[config.mk]
export PLATFORM = sky130hd
export DESIGN_NAME = tone_envelope_flat
export DESIGN_NICKNAME = d
export VERILOG_FILES = /design/src/rtl/tone_envelope_if.sv /design/src/rtl/tone_envelope.sv /design/src/flat_wrapper.sv
export SDC_FILE = /design/constraint.sdc
export NUM_CORES = 1
export LEC_CHECK = 0
export CAP_MARGIN = 0
export CORE_MARGIN = 2
export CORE_UTILIZATION = 35
export CTS_CLUSTER_DIAMETER = 80
export CTS_CLUSTER_SIZE = 24
export DETAILED_ROUTE_END_ITERATION = 12
export REMOVE_ABC_BUFFERS = 1
export SYNTH_ARGS = -nofsm -noshare
export SYNTH_HDL_FRONTEND = slang
export SYNTH_SLANG_ARGS = --single-unit
[constraint.sdc]
create_clock -name clk -period 10.1 [get_ports clk]
set_clock_uncertainty 0.1 [all_clocks]
set_input_delay 1.515 -clock clk [delete_from_list [all_inputs] [get_ports clk]]
set_output_delay 1.515 -clock clk [all_outputs]
set_load 0.01 [all_outputs]
[src/rtl/tone_envelope_if.sv]
// Sample/control bundle between the tone path driver (master) and the
// envelope stage (slave).
interface tone_envelope_if #(
  parameter int N = 8,
  parameter int G = 6
);
  logic         fs_tick;
  logic         note_on;
  logic         note_off;
  logic [N-1:0] pos_in;
  logic [N-1:0] neg_in;
  logic [N-1:0] pos_out;
  logic [N-1:0] neg_out;
  logic [G:0]   gain_o;
  logic         busy;

  modport master (
    output fs_tick, note_on, note_off, pos_in, neg_in,
    input  pos_out, neg_out, gain_o, busy
  );

  modport slave (
    input  fs_tick, note_on, note_off, pos_in, neg_in,
    output pos_out, neg_out, gain_o, busy
  );
endinterface

[src/rtl/tone_envelope.sv]
// Attack/decay/sustain/release amplitude envelope for the half-wave tone
// samples. Gain is a G+1 bit fraction where 2^G is unity, ramped one LSB per
// prescaled fs step so note starts and stops are click-free.
module tone_envelope #(
  parameter int N       = 8,
  parameter int G       = 6,
  parameter int ATK_DIV = 16,
  parameter int REL_DIV = 32,
  parameter int SUS_LVL = 48
) (
  input  logic                 clk,
  input  logic                 reset,
  tone_envelope_if.slave       bus
);

  localparam int DIV_MAX = (ATK_DIV > REL_DIV) ? ATK_DIV : REL_DIV;
  localparam int PW      = (DIV_MAX > 1) ? $clog2(DIV_MAX) : 1;
  localparam int PWID    = N + G + 1;

  localparam logic [G:0]    UNITY  = {1'b1, {G{1'b0}}};
  localparam logic [G:0]    SUS    = (G+1)'(SUS_LVL);
  localparam logic [PW-1:0] ATK_M1 = PW'(ATK_DIV - 1);
  localparam logic [PW-1:0] REL_M1 = PW'(REL_DIV - 1);

  typedef enum logic [2:0] {
    S_IDLE,
    S_ATTACK,
    S_DECAY,
    S_SUSTAIN,
    S_RELEASE
  } state_t;

  state_t        state_q, state_d;
  logic [G:0]    gain_q, gain_d;
  logic [PW-1:0] presc_q, presc_d;
  logic [PW-1:0] div_m1;
  logic [G:0]    gain_inc, gain_dec;
  logic          ramping;
  logic          step;

  assign gain_inc = gain_q + (G+1)'(1);
  assign gain_dec = gain_q - (G+1)'(1);

  // State, gain and prescaler registers.
  always_ff @(posedge clk) begin
    // NOTE: sequential state uses non-blocking assignments so every register
    // samples the pre-edge values, independent of statement order.
    if (reset) begin
      state_q <= S_IDLE;
      gain_q  <= '0;
      presc_q <= '0;
    end else begin
      state_q <= state_d;
      gain_q  <= gain_d;
      presc_q <= presc_d;
    end
  end

  // Next-state, gain ramp and prescaler; note events outrank the step.
  always_comb begin
    // NOTE: every variable gets a default first so no path leaves it
    // unassigned, which would otherwise infer a latch.
    state_d = state_q;
    gain_d  = gain_q;
    presc_d = presc_q;
    div_m1  = (state_q == S_RELEASE) ? REL_M1 : ATK_M1;
    ramping = state_q inside {S_ATTACK, S_DECAY, S_RELEASE};
    step    = bus.fs_tick && ramping && (presc_q == div_m1);

    if (bus.note_on) begin
      // Retrigger keeps the current gain so the ramp has no discontinuity.
      state_d = S_ATTACK;
      presc_d = '0;
    end else if (bus.note_off &&
                 (state_q inside {S_ATTACK, S_DECAY, S_SUSTAIN})) begin
      state_d = S_RELEASE;
      presc_d = '0;
    end else begin
      if (ramping && bus.fs_tick) begin
        presc_d = step ? '0 : presc_q + PW'(1);
      end

      unique case (state_q)
        S_IDLE: begin
          gain_d  = '0;
          presc_d = '0;
        end
        S_ATTACK: begin
          if (step) begin
            // A retrigger from full scale must not step past unity.
            if (gain_q >= UNITY) begin
              gain_d  = UNITY;
              state_d = (SUS == UNITY) ? S_SUSTAIN : S_DECAY;
            end else begin
              gain_d = gain_inc;
              if (gain_inc == UNITY) begin
                state_d = (SUS == UNITY) ? S_SUSTAIN : S_DECAY;
              end
            end
          end
        end
        S_DECAY: begin
          if (step) begin
            if (gain_q <= SUS) begin
              gain_d  = SUS;
              state_d = S_SUSTAIN;
            end else begin
              gain_d = gain_dec;
              if (gain_dec == SUS) begin
                state_d = S_SUSTAIN;
              end
            end
          end
        end
        S_SUSTAIN: begin
          gain_d  = SUS;
          presc_d = '0;
        end
        S_RELEASE: begin
          // Already silent on entry: leave without waiting for a step.
          if (gain_q == '0) begin
            state_d = S_IDLE;
          end else if (step) begin
            gain_d = gain_dec;
            if (gain_dec == '0) begin
              state_d = S_IDLE;
            end
          end
        end
        default: begin
          state_d = S_IDLE;
          gain_d  = '0;
          presc_d = '0;
        end
      endcase
    end
  end

  // Scaled outputs use the gain held before this cycle's update.
  always_ff @(posedge clk) begin
    if (reset) begin
      bus.pos_out <= '0;
      bus.neg_out <= '0;
    end else begin
      bus.pos_out <= N'((PWID'(bus.pos_in) * PWID'(gain_q)) >> G);
      bus.neg_out <= N'((PWID'(bus.neg_in) * PWID'(gain_q)) >> G);
    end
  end

  assign bus.gain_o = gain_q;
  assign bus.busy   = (state_q != S_IDLE);

endmodule

[src/flat_wrapper.sv]
// flat-port wrapper written by rule: the top's interface ports become plain ports
module tone_envelope_flat 
#(
  parameter int N       = 8,
  parameter int G       = 6,
  parameter int ATK_DIV = 16,
  parameter int REL_DIV = 32,
  parameter int SUS_LVL = 48
)
  (clk, reset, bus_fs_tick, bus_note_on, bus_note_off, bus_pos_in, bus_neg_in, bus_pos_out, bus_neg_out, bus_gain_o, bus_busy);
  tone_envelope_if #(.N(N), .G(G)) bus_i ();
  input  logic clk;
  input  logic reset;
  input wire logic [$bits(bus_i.fs_tick)-1:0] bus_fs_tick;
  input wire logic [$bits(bus_i.note_on)-1:0] bus_note_on;
  input wire logic [$bits(bus_i.note_off)-1:0] bus_note_off;
  input wire logic [$bits(bus_i.pos_in)-1:0] bus_pos_in;
  input wire logic [$bits(bus_i.neg_in)-1:0] bus_neg_in;
  output wire logic [$bits(bus_i.pos_out)-1:0] bus_pos_out;
  output wire logic [$bits(bus_i.neg_out)-1:0] bus_neg_out;
  output wire logic [$bits(bus_i.gain_o)-1:0] bus_gain_o;
  output wire logic [$bits(bus_i.busy)-1:0] bus_busy;
  assign bus_i.fs_tick = bus_fs_tick;
  assign bus_i.note_on = bus_note_on;
  assign bus_i.note_off = bus_note_off;
  assign bus_i.pos_in = bus_pos_in;
  assign bus_i.neg_in = bus_neg_in;
  assign bus_pos_out = bus_i.pos_out;
  assign bus_neg_out = bus_i.neg_out;
  assign bus_gain_o = bus_i.gain_o;
  assign bus_busy = bus_i.busy;
  tone_envelope #(.N(N), .G(G), .ATK_DIV(ATK_DIV), .REL_DIV(REL_DIV), .SUS_LVL(SUS_LVL)) u_core (.clk(clk), .reset(reset), .bus(bus_i));
endmodule
==> flow_results.xml <==
<?xml version="1.0" encoding="UTF-8"?>
<metrics>
  <group name="floorplan">
    <metric name="io-pin-count" unit="">45</metric>
    <metric name="initial_core_util" unit="%">36.0</metric>
    <metric name="floorplan.rows" unit="">43</metric>
    <metric name="dieArea" unit="mm^2">0.0153</metric>
    <metric name="coreArea" unit="mm^2">0.0139</metric>
    <metric name="floorplan.die.width" unit="um">124</metric>
    <metric name="die_height" unit="um">124</metric>
  </group>
  <group name="yosys">
    <metric name="yosysTopAreaCellShare" unit="%">21.5</metric>
    <metric name="synthDistinctLibCells" unit="">64</metric>
    <metric name="dominantRegCellSynth" unit="">dfxtp_1</metric>
    <metric name="portion_of_the_post_synthesis_area_used_by_sequential_elements" unit="%">12.4</metric>
    <metric name="synth.yosys.warnings" unit="">0</metric>
    <metric name="synth_area" unit="mm^2">0.00502</metric>
    <metric name="postSynthAreaPerCell" unit="um^2">8.58</metric>
    <metric name="number_of_flops_mapped_to_enable_cells_by_yosys" unit="">0</metric>
    <metric name="synthesis.instances" unit="">585</metric>
    <metric name="synth_largest_area_cell" unit="">fa_1</metric>
    <metric name="synth_async_sr_flop_share" unit="%">0</metric>
    <metric name="synth-seq-cells" unit="">31</metric>
    <metric name="yosys-top-cells-area" unit="">fa_1 22%, ha_1 15%, dfxtp_1 12%</metric>
  </group>
  <group name="critical_path">
    <metric name="crit_path_end" unit="">u_core.bus.pos_out[6]$_SDFF_PP0_</metric>
    <metric name="worst_setup_path_startpoint" unit="">bus_pos_in[3]</metric>
    <metric name="critical_path_arrival" unit="ps">6170</metric>
    <metric name="worstSetupEndpointType" unit="">flip-flop</metric>
    <metric name="worst-endpoint-required" unit="ps">10170</metric>
    <metric name="worst_r2r_endpoint" unit="">u_core.bus.pos_out[6]$_SDFF_PP0_</metric>
    <metric name="r2r_setup_slack" unit="ps">4830</metric>
    <metric name="depth_of_the_most_critical_reg_to_reg_path" unit="">14</metric>
    <metric name="timing.critical_path.fanout_max" unit="">7</metric>
    <metric name="critical_path.startpoint_type" unit="">input pin</metric>
    <metric name="startpoint_to_endpoint_class_of_the_critical_path" unit="">input pin to flip-flop</metric>
    <metric name="regToRegStartpoint" unit="">u_core.bus.gain_o[3]$_SDFFE_PP0P_</metric>
  </group>
  <group name="timing">
    <metric name="setup_viol" unit="">0</metric>
    <metric name="timing_hold_violations_final" unit="">0</metric>
    <metric name="fin_ws" unit="ps">3990</metric>
    <metric name="setup_total_negative_slack" unit="ps">0</metric>
    <metric name="slew_limit_fails" unit="">0</metric>
    <metric name="holdWs" unit="ps">402</metric>
    <metric name="final_period_minus_worst_setup_slack" unit="ps">6110</metric>
    <metric name="final_min_period_over_clock_period" unit="%">60.5</metric>
    <metric name="timing_worst_slew_pin_value" unit="ps">1060</metric>
    <metric name="timing.fmax" unit="MHz">164</metric>
    <metric name="timing.max_slew.rel_slack" unit="%">29.2</metric>
    <metric name="rsz_0062_raised_after_global_routing" unit="">false</metric>
  </group>
  <group name="drt">
    <metric name="antenna_left" unit="">0</metric>
    <metric name="route.top_layer_used" unit="">met4</metric>
    <metric name="route.met2.wl" unit="mm">5.68</metric>
    <metric name="routed-via-count" unit="">4162</metric>
    <metric name="drt-pass1-iter-count" unit="">4</metric>
    <metric name="postRouteWirelength" unit="mm">11.6</metric>
    <metric name="viasPerCell" unit="">5.25</metric>
    <metric name="wl_met1" unit="mm">5.41</metric>
    <metric name="dr.first_iter.drc_count" unit="">188</metric>
    <metric name="post-route-drc-count" unit="">0</metric>
    <metric name="wl_per_cell" unit="um">14.7</metric>
    <metric name="route.met3.wl" unit="um">355</metric>
  </group>
  <group name="global_route">
    <metric name="grt_pass1_wl" unit="mm">20.2</metric>
    <metric name="residual_overflow_from_global_routing" unit="">0</metric>
    <metric name="track_usage" unit="%">16.6</metric>
    <metric name="maximum_number_of_pins_on_one_net_before_global_route_repair" unit="">34</metric>
    <metric name="grt_antenna_before_repair" unit="">0</metric>
    <metric name="first_global_vias" unit="">4250</metric>
  </group>
  <group name="cts">
    <metric name="htree_levels" unit="">2</metric>
    <metric name="cts_sink_count" unit="">31</metric>
    <metric name="post_cts.resized_instances" unit="">0</metric>
    <metric name="cts.repair_timing.setup_buffer_count" unit="">0</metric>
    <metric name="cts_max_path_buffers" unit="">2</metric>
    <metric name="tritoncts.num_buffers" unit="">5</metric>
    <metric name="cts.reportedPaths.clkPinSlew" unit="ps">50</metric>
    <metric name="cts_tree" unit="">yes</metric>
    <metric name="root_buffer" unit="">clkbuf_16</metric>
    <metric name="clk-insertion-delay-late" unit="ps">290</metric>
    <metric name="number_of_buffers_inserted_for_hold_repair_after_clock_tree_synthesis" unit="">0</metric>
  </group>
  <group name="finish">
    <metric name="design_area" unit="mm^2">0.00575</metric>
    <metric name="syn_to_final_growth" unit="%">14.7</metric>
    <metric name="diodes" unit="">0</metric>
    <metric name="stdcell_count" unit="">793</metric>
    <metric name="fin_util" unit="%">41.3</metric>
    <metric name="finalNetCount" unit="">749</metric>
    <metric name="layout.filler_cells" unit="">1393</metric>
    <metric name="drive_above_1_share" unit="%">4.73</metric>
  </group>
  <group name="hold_path">
    <metric name="hold_start" unit="">u_core.presc_q[0]$_SDFFE_PP0P_</metric>
    <metric name="hold_path.class" unit="">flip-flop to flip-flop</metric>
  </group>
  <group name="place">
    <metric name="hpwl_after_dpl" unit="mm">8.82</metric>
    <metric name="count_of_buffers_from_port_buffering" unit="">44</metric>
    <metric name="dp.cells" unit="">785</metric>
    <metric name="detailedPlace.worstSlack" unit="ps">3670</metric>
    <metric name="finalWeightedCongestion" unit="">0.828</metric>
    <metric name="place_area" unit="mm^2">0.00558</metric>
  </group>
  <group name="pwr">
    <metric name="power.total" unit="uW">507</metric>
    <metric name="cell_pwr_density" unit="mW/mm^2">88.0</metric>
    <metric name="power.static_leakage" unit="nW">2.74</metric>
    <metric name="peakVddDrop" unit="mV">0.0561</metric>
  </group>
  <group name="run_status">
    <metric name="outcome" unit="">finished clean</metric>
  </group>
  <group name="flow_run">
    <metric name="maxCapViolCount" unit="">0</metric>
  </group>
</metrics>
[cell families after synthesis]
family                     Yosys count  share of synthesized area, %
AOI/OAI and AO/OA                  103                          14.5
DFF                                 31                          12.4
adders and majority gates          116                          37.0
and+or+nand+nor                    215                          23.8
buffers and inverters               94                          7.68
xor gates and xnor gates            24                          4.19
muxes                                2                         0.474
[state kept, by name (all words and copies together), names as in the netlist]
| register | count |
|---|---|
| u_core.bus.neg_out | 8 |
| u_core.state_q | 3 |
| u_core.presc_q | 5 |
| u_core.bus.pos_out | 8 |
| u_core.bus.gain_o | 7 |
[critical path, stage by stage]
cell,delay [ps]
clkdlybuf4s50_1,510
and2_1,230
fa_1,530
inv_1,50
fa_1,470
inv_1,50
fa_1,530
inv_1,50
fa_1,530
inv_1,40
ha_1,290
a21oi_1,150
o21ai_0,120
a2111oi_1,680
o31ai_1,180
xnor2_1,180
nor2_1,50
[power by group]
part	switching [mW]	internal, mW
sequential	0.0126	0.131
clock	0.0583	0.123
combinational	0.0999	0.0818
total	0.171	0.336
[worst min path at each step]
stage                                      to  slack [ps]  cells after the start
6_report       u_core.presc_q[0]$_SDFFE_PP0P_         400                      2
5_1_grt        u_core.presc_q[0]$_SDFFE_PP0P_         440                      2
4_1_cts        u_core.presc_q[0]$_SDFFE_PP0P_         410                      2
3_5_place_dp   u_core.presc_q[3]$_SDFFE_PP0P_         400                      1
3_3_place_gp   u_core.presc_q[3]$_SDFFE_PP0P_         380                      1
2_1_floorplan  u_core.presc_q[3]$_SDFFE_PP0P_         360                      1
[routing by layer]
layer	global-route usage [%]	vias to the layer above
li1	-	2037
met1	21.0	2038
met2	29.4	71
met3	2.20	16
met4	4.90	0
met5	0	-
[cells in the mapped netlist, types with 5 or more instances]
master	count
nand2_1	43
a31o_2	5
xnor2_1	14
o21ai_0	19
nor3b_1	5
xor2_1	10
nand2b_1	5
a21o_1	7
and2_1	80
clkbuf_1	23
a211oi_1	5
or3_1	7
a21oi_1	26
ha_1	62
nand3_1	10
dfxtp_1	31
nor2_1	29
fa_1	54
and3_1	5
nor3_1	9
inv_1	65
[layout by cell type (no fill, tap or decap), drive strengths merged, types with 3 or more instances in the layout]
cell / instances
and2: 80
nor2: 29
nor3: 9
o21a: 3
buf: 5
o31ai: 4
clkbuf: 6
ha: 62
nor3b: 6
o21ai: 19
clkdlybuf4s50: 44
a21o: 7
xnor2: 14
nand2b: 5
nand3: 10
o22ai: 4
and4: 3
or3: 7
a31o: 5
a31oi: 5
nor4: 3
inv: 65
and3: 5
fa: 54
dfxtp: 31
a21oi: 26
a211oi: 5
xor2: 10
nand2: 43
[final cells by class]
| type | instances | area (um^2) | share of cell area (%) |
|---|---|---|---|
| Clock buffer | 6 | 139 | 2.41 |
| Clock inverter | 2 | 35.0 | 0.609 |
| Inverter | 65 | 244 | 4.24 |
| Multi-Input combinational cell | 460 | 4010 | 69.7 |
| Sequential cell | 31 | 621 | 10.8 |
| Tap cell | 180 | 225 | 3.91 |
| Timing Repair Buffer | 49 | 478 | 8.31 |
No activity file was read; power rests on OpenSTA's default activity.
